===== config.mk =====
export PLATFORM = sky130hd
export DESIGN_NAME = btb_tag_hash_unit
export DESIGN_NICKNAME = d
export VERILOG_FILES = /design/src/rtl/btb_tag_hash_unit.sv
export SDC_FILE = /design/constraint.sdc
export NUM_CORES = 1
export LEC_CHECK = 0
export CAP_MARGIN = 20
export CORE_MARGIN = 4
export CORE_UTILIZATION = 24
export CTS_CLUSTER_SIZE = 40
export DETAILED_ROUTE_END_ITERATION = 7
export PLACE_DENSITY = 0.86
export SLEW_MARGIN = 20
export SYNTH_ARGS = -nofsm -noshare
export SYNTH_HDL_FRONTEND = slang
export SYNTH_SLANG_ARGS = --single-unit

===== constraint.sdc =====
create_clock -name CLK -period 1.63 [get_ports CLK]
set_input_delay 0.326 -clock CLK [delete_from_list [all_inputs] [get_ports CLK]]
set_output_delay 0.326 -clock CLK [all_outputs]
set_load 0.005 [all_outputs]

===== src/rtl/btb_tag_hash_unit.sv =====
// BTB tag hash: XOR-folds NUM_PC_FOLDS PC tag fields with the low ASID bits.
// Latency: tag is combinational (0 cycles); tag_q/valid_q are one cycle later. No backpressure.
module btb_tag_hash_unit #(
    parameter int BTB_TAG_WIDTH = 6,
    parameter int PC_WIDTH      = 32,
    parameter int ASID_WIDTH    = 9,
    parameter int TAG_LSB       = 12,
    parameter int NUM_PC_FOLDS  = 2
) (
    input  logic                     CLK,
    input  logic                     RST,
    input  logic [PC_WIDTH-1:0]      PC,
    input  logic [ASID_WIDTH-1:0]    ASID,
    input  logic                     valid_in,
    output logic [BTB_TAG_WIDTH-1:0] tag,
    output logic [BTB_TAG_WIDTH-1:0] tag_q,
    output logic                     valid_q
);

    if (TAG_LSB + NUM_PC_FOLDS * BTB_TAG_WIDTH > PC_WIDTH) begin : g_err_pc_range
        $error("btb_tag_hash_unit: PC fold fields extend beyond PC_WIDTH");
    end

    if (BTB_TAG_WIDTH > ASID_WIDTH) begin : g_err_asid_range
        $error("btb_tag_hash_unit: BTB_TAG_WIDTH exceeds ASID_WIDTH");
    end

    logic [BTB_TAG_WIDTH-1:0] w_tag;
    logic [BTB_TAG_WIDTH-1:0] r_tag_q;
    logic                     r_valid_q;
    logic                     w_unused_bits;

    always_comb begin
        w_tag = ASID[BTB_TAG_WIDTH-1:0];
        for (int k = 0; k < NUM_PC_FOLDS; k++) begin
            w_tag = w_tag ^ PC[TAG_LSB + k*BTB_TAG_WIDTH +: BTB_TAG_WIDTH];
        end
    end

    // Offset, set-index, upper PC and high ASID bits are deliberately not hashed.
    assign w_unused_bits = ^{PC, ASID};

    always_ff @(posedge CLK) begin
        if (RST) begin
            r_tag_q   <= '0;
            r_valid_q <= 1'b0;
        end else begin
            r_valid_q <= valid_in;
            if (valid_in) begin
                r_tag_q <= w_tag;
            end
        end
    end

    assign tag     = w_tag;
    assign tag_q   = r_tag_q;
    assign valid_q = r_valid_q;

endmodule


==> qor.yml, run 1 <==
yosys_warnings: 0
place.port_buffers: 33
vias_per_cell: 4.00
crit_end: "tag[2]"
avgRoutedWirePerCell_um: 12.1
finalNetCount: 110
total_power_uw: 533
ys_ff_latch: 7
worst_pin_slew_ns: 0.387
power_density_nw_per_um2: 729
synth_fp_nets: 71
ant_nets: 0
groute.usage.overall_pct: 7.85
ys_types: 6
path_class: "in2out"
initial_core_util_pct: 25.3
path_clk_slew_ns: 0.05
crit_start: "ASID[2]"
fin_cells: 81
r2r_setup_slack_ns: 1.03
die_area_um2: 2270
r2r-end: "tag_q[2]"
timing.slew.headroom_pct: 74.1
critPathCaptureType: "output port"
reg2reg_depth: 2
coreArea_um2: 1490
rsz0062_at_grt: "no"
drtPass1Iterations: 1
critPathLaunchType: "input port"
period_share_pct: 98.0
max_freq_mhz: 626
clock_skew_ns: 0
antenna_cells: 0
cp_max_fo: 2
place.gp.congestion: 0.591
hold_viol: 0
worstPathArrival_ns: 1.27
tritoncts: "done"
syn_area_um2: 377
finalSetupTns_ns: 0
peakVddDrop_mv: 0.365
cts_root_buf: "clkbuf_4"
nFillCells: 143
ioPinCount: 57
die_h_um: 47.6
htree_num_levels: 1
cts_sinks: 7
r2r_start: "tag_q[2]"
die_w_um: 47.6
setup_viol: 0
drtIter0Drc: 0
insertion_delay_ns: 0.24
postSynthAreaPerCell_um2: 13.9
overflow: 0
seq_area_frac_synth_pct: 37.2
num_vias: 324
drt-total-wl_um: 977
cts_buffers: 3
route.detailed.drc: 0
outcome: "finished clean"
p_leak_uw: 0.000376
drv_slew: 0
rows: 14
hp-class: "reg2reg"
syn-instance-count: 27
grt_max_degree: 8
maxCapViolCount: 0
grt_pass1_wl_um: 1220
clk_path_buf_depth: 2
worstPathRequired_ns: 1.30
grt_pass1_vias: 313
dp.cells: 75
area_growth_pct: 94.0
period_minus_slack_ns: 1.60
drive_gt1_share_pct: 16.9
antenna_found_initial: 0
-- metal layers --
| metal | up-vias | share of wire (%) | track usage, % | wire [um] |
|---|---|---|---|---|
| met3 | 0 | 11 | 1.88 | 103 |
| met1 | 143 | 38 | 8.07 | 371 |
| li1 | 169 | - | - | - |
| met2 | 12 | 51 | 14.2 | 503 |
| met5 | - | 0 | 0 | 0 |
| met4 | 0 | 0 | 4.84 | 0 |
-- cell usage in the layout (no fill, tap or decap) --
cell type	n
clkdlybuf4s50_1	19
dlymetal6s2s_1	2
xor3_1	6
nor2_1	6
buf_2	6
clkbuf_1	1
buf_4	2
nor2b_1	1
clkbuf_4	3
dlygate4sd2_1	6
mux2i_1	6
dfxtp_1	7
-- cells by family (layout without fill, tap and decap cells) --
logic type | after synthesis | after routing | share of synthesized area (%)
flops | 7 | 7 | 37.2
simple gates | 7 | 7 | 7.64
xor+xnor | 6 | 6 | 37.9
mux | 6 | 6 | 15.9
buf+inv | 1 | 39 | 1.33
-- registers in the layout, summed over array words and instances (netlist names) --
signal / flops
tag_q: 6
valid_q: 1
-- cell type report --
| type | count | area, um2 | area share (%) |
|---|---|---|---|
| flip-flops and latches | 7 | 140 | 19.2 |
| clock buffers | 4 | 26.3 | 3.60 |
| repair buffers | 35 | 313 | 42.8 |
| well taps | 16 | 20.0 | 2.74 |
| multi-input cells | 19 | 231 | 31.7 |
-- worst min path at each step --
stage	depth (start not counted)	from	end	slack [ns]
global placement	2	tag_q[4]	tag_q[4]	0.48
finish	2	tag_q[1]	tag_q[1]	0.49
floorplan	1	RST	valid_q	0.40
detailed placement	2	tag_q[1]	tag_q[1]	0.49
CTS	2	tag_q[1]	tag_q[1]	0.50
global route	2	tag_q[0]	tag_q[0]	0.54
-- power by group --
part | switching (uW) | internal (uW) | total (uW)
registers | 6.79 | 187 | 194
clock network | 56.4 | 92.9 | 149
logic | 55.6 | 134 | 189
-- stage by stage --
step	util (%)	hold WS, ns	setup WS, ns	cell area [um2]
global placement	48.5	0.476	-0.360	722
CTS	48.2	0.500	0.0272	718
floorplan	-	0.398	0.574	377
detailed placement	48.5	0.488	-0.373	722
global route	49.1	0.537	0.00203	731
finish	49.1	0.493	0.0323	731
-- what timing repair did --
item | CTS | global route
pin swaps | 6 | 2
hold buffers | 0 | 0
setup buffers | 1 | 1
endpoints found under the setup margin | 6 | 2
gates resized for setup | 30 | 2
-- cells in the mapped netlist --
cell     instances  area share (%)
buf_2            1             1.3
dfxtp_1          7              37
nor2_1           6             6.0
xor3_1           6              38
mux2i_1          6              16
nor2b_1          1             1.7
-- critical path, stage by stage --
cell and delay (ns):
clkdlybuf4s50_1 0.48, xor3_1 0.32, buf_2 0.15
Note: power is estimated with default switching activity, not from simulation.
==> run 2: changes to the inputs <==
Settings changed: CAP_MARGIN 20 to not set.
==> results of run 2 <==
The final DEF is identical to that of run 1; final timing and power are the same.
==> run 3: changes to the inputs <==
Settings changed: SKIP_LAST_GASP set to 1.
==> qor.yml, run 3 (synthesis gave the netlist of run 1 again) <==
outcome: "finished clean"
reg2reg_depth: 2
ant_nets: 0
setup_viol: 0
drtPass1Iterations: 1
nFillCells: 141
finalSetupTns_ns: 0
coreArea_um2: 1490
cts_root_buf: "clkbuf_4"
place.port_buffers: 33
timing.slew.headroom_pct: 74.1
htree_num_levels: 1
die_w_um: 47.6
antenna_cells: 0
period_minus_slack_ns: 1.60
worst_slack_ns: 0.0322
rows: 14
pre_cts_slack_ns: -0.373
grt_max_degree: 8
die_h_um: 47.6
r2r_start: "tag_q[2]"
place.gp.congestion: 0.591
hold_path_startpoint: "tag_q[1]"
tritoncts: "done"
die_area_um2: 2270
utilization_pct: 49.3
hold_viol: 0
worstPathArrival_ns: 1.27
overflow: 0
cts_sinks: 7
fin_cells: 81
num_vias: 324
drtIter0Drc: 0
groute.usage.overall_pct: 7.85
avgRoutedWirePerCell_um: 12.0
route.detailed.drc: 0
grt_pass1_wl_um: 1220
clk_path_buf_depth: 2
path_clk_slew_ns: 0.05
power_density_nw_per_um2: 725
cp_max_fo: 2
grt_pass1_vias: 313
finalNetCount: 110
min_to: "tag_q[1]"
insertion_delay_ns: 0.24
hold_buffers: 0
worst_pin_slew_ns: 0.387
holdPathStages: 2
drv_slew: 0
ioPinCount: 57
largest_reg_flops: 6
peakVddDrop_mv: 0.365
critPathLaunchType: "input port"
rsz0062_at_grt: "no"
r2r_setup_slack_ns: 1.03
max_freq_mhz: 626
drive_gt1_share_pct: 16.9
r2r-end: "tag_q[2]"
drt-total-wl_um: 972
layout_common_cells: "19 x clkdlybuf4s50_1, 7 x dfxtp_1"
clock_skew_ns: 0
critPathCaptureType: "output port"
maxCapViolCount: 0
area_growth_pct: 95.0
final_common_cell: "clkdlybuf4s50_1"
dp.cells: 75
initial_core_util_pct: 25.3
p_leak_uw: 0.000383
period_share_pct: 98.0
path_class: "in2out"
hp-class: "reg2reg"
antenna_found_initial: 0
vias_per_cell: 4.00
worstPathRequired_ns: 1.30
cts_buffers: 3
## run 3: how the worst max path moves through the flow
stage | start | to | cells past startpoint
after global placement | PC[14] | tag[2] | 3
after floorplan | PC[12] | tag[0] | 1
final | ASID[2] | tag[2] | 3
after detailed placement | PC[15] | tag[3] | 3
after global routing | ASID[2] | tag[2] | 3
after CTS | PC[21] | tag[3] | 3
## run 3: per-stage QoR
stage / instance area (um2) / hold WS (ns) / total power (uW)
final: 734 / 0.493 / 533
after global routing: 734 / 0.537 / 567
after CTS: 719 / 0.500 / 540
after detailed placement: 722 / 0.488 / 408
after global placement: 722 / 0.476 / 404
after floorplan: 377 / 0.398 / 274
## run 3: layout make-up
cell class | count | area (um2) | share of cell area [%]
Timing Repair Buffer | 35 | 317 | 43.1
Clock buffer | 4 | 26.3 | 3.58
Multi-Input combinational cell | 19 | 231 | 31.5
Sequential cell | 7 | 140 | 19.1
Tap cell | 16 | 20.0 | 2.73
## run 3: per-layer routing
layer | GRT usage, % | vias up | share of wire [%] | routed length [um]
li1 | - | 169 | - | -
met2 | 14.2 | 12 | 52 | 504
met5 | 0 | - | 0 | 0
met3 | 1.88 | 0 | 11 | 103
met1 | 8.07 | 143 | 37 | 364
met4 | 4.84 | 0 | 0 | 0
## run 3: timing repair
item	4_1_cts	5_1_grt
setup endpoints to repair	6	3
setup buffers	1	1
resized for setup	29	3
pin swaps	6	3
## run 3: power by group
group	switching, uW	internal, uW	total [uW]
Sequential	6.79	187	194
Clock	56.4	92.9	149
Combinational	55.4	134	190
## run 3: worst max-delay path, stage by stage
cell and delay, ns:
clkdlybuf4s50_1 0.48, xor3_1 0.32, buf_2 0.15
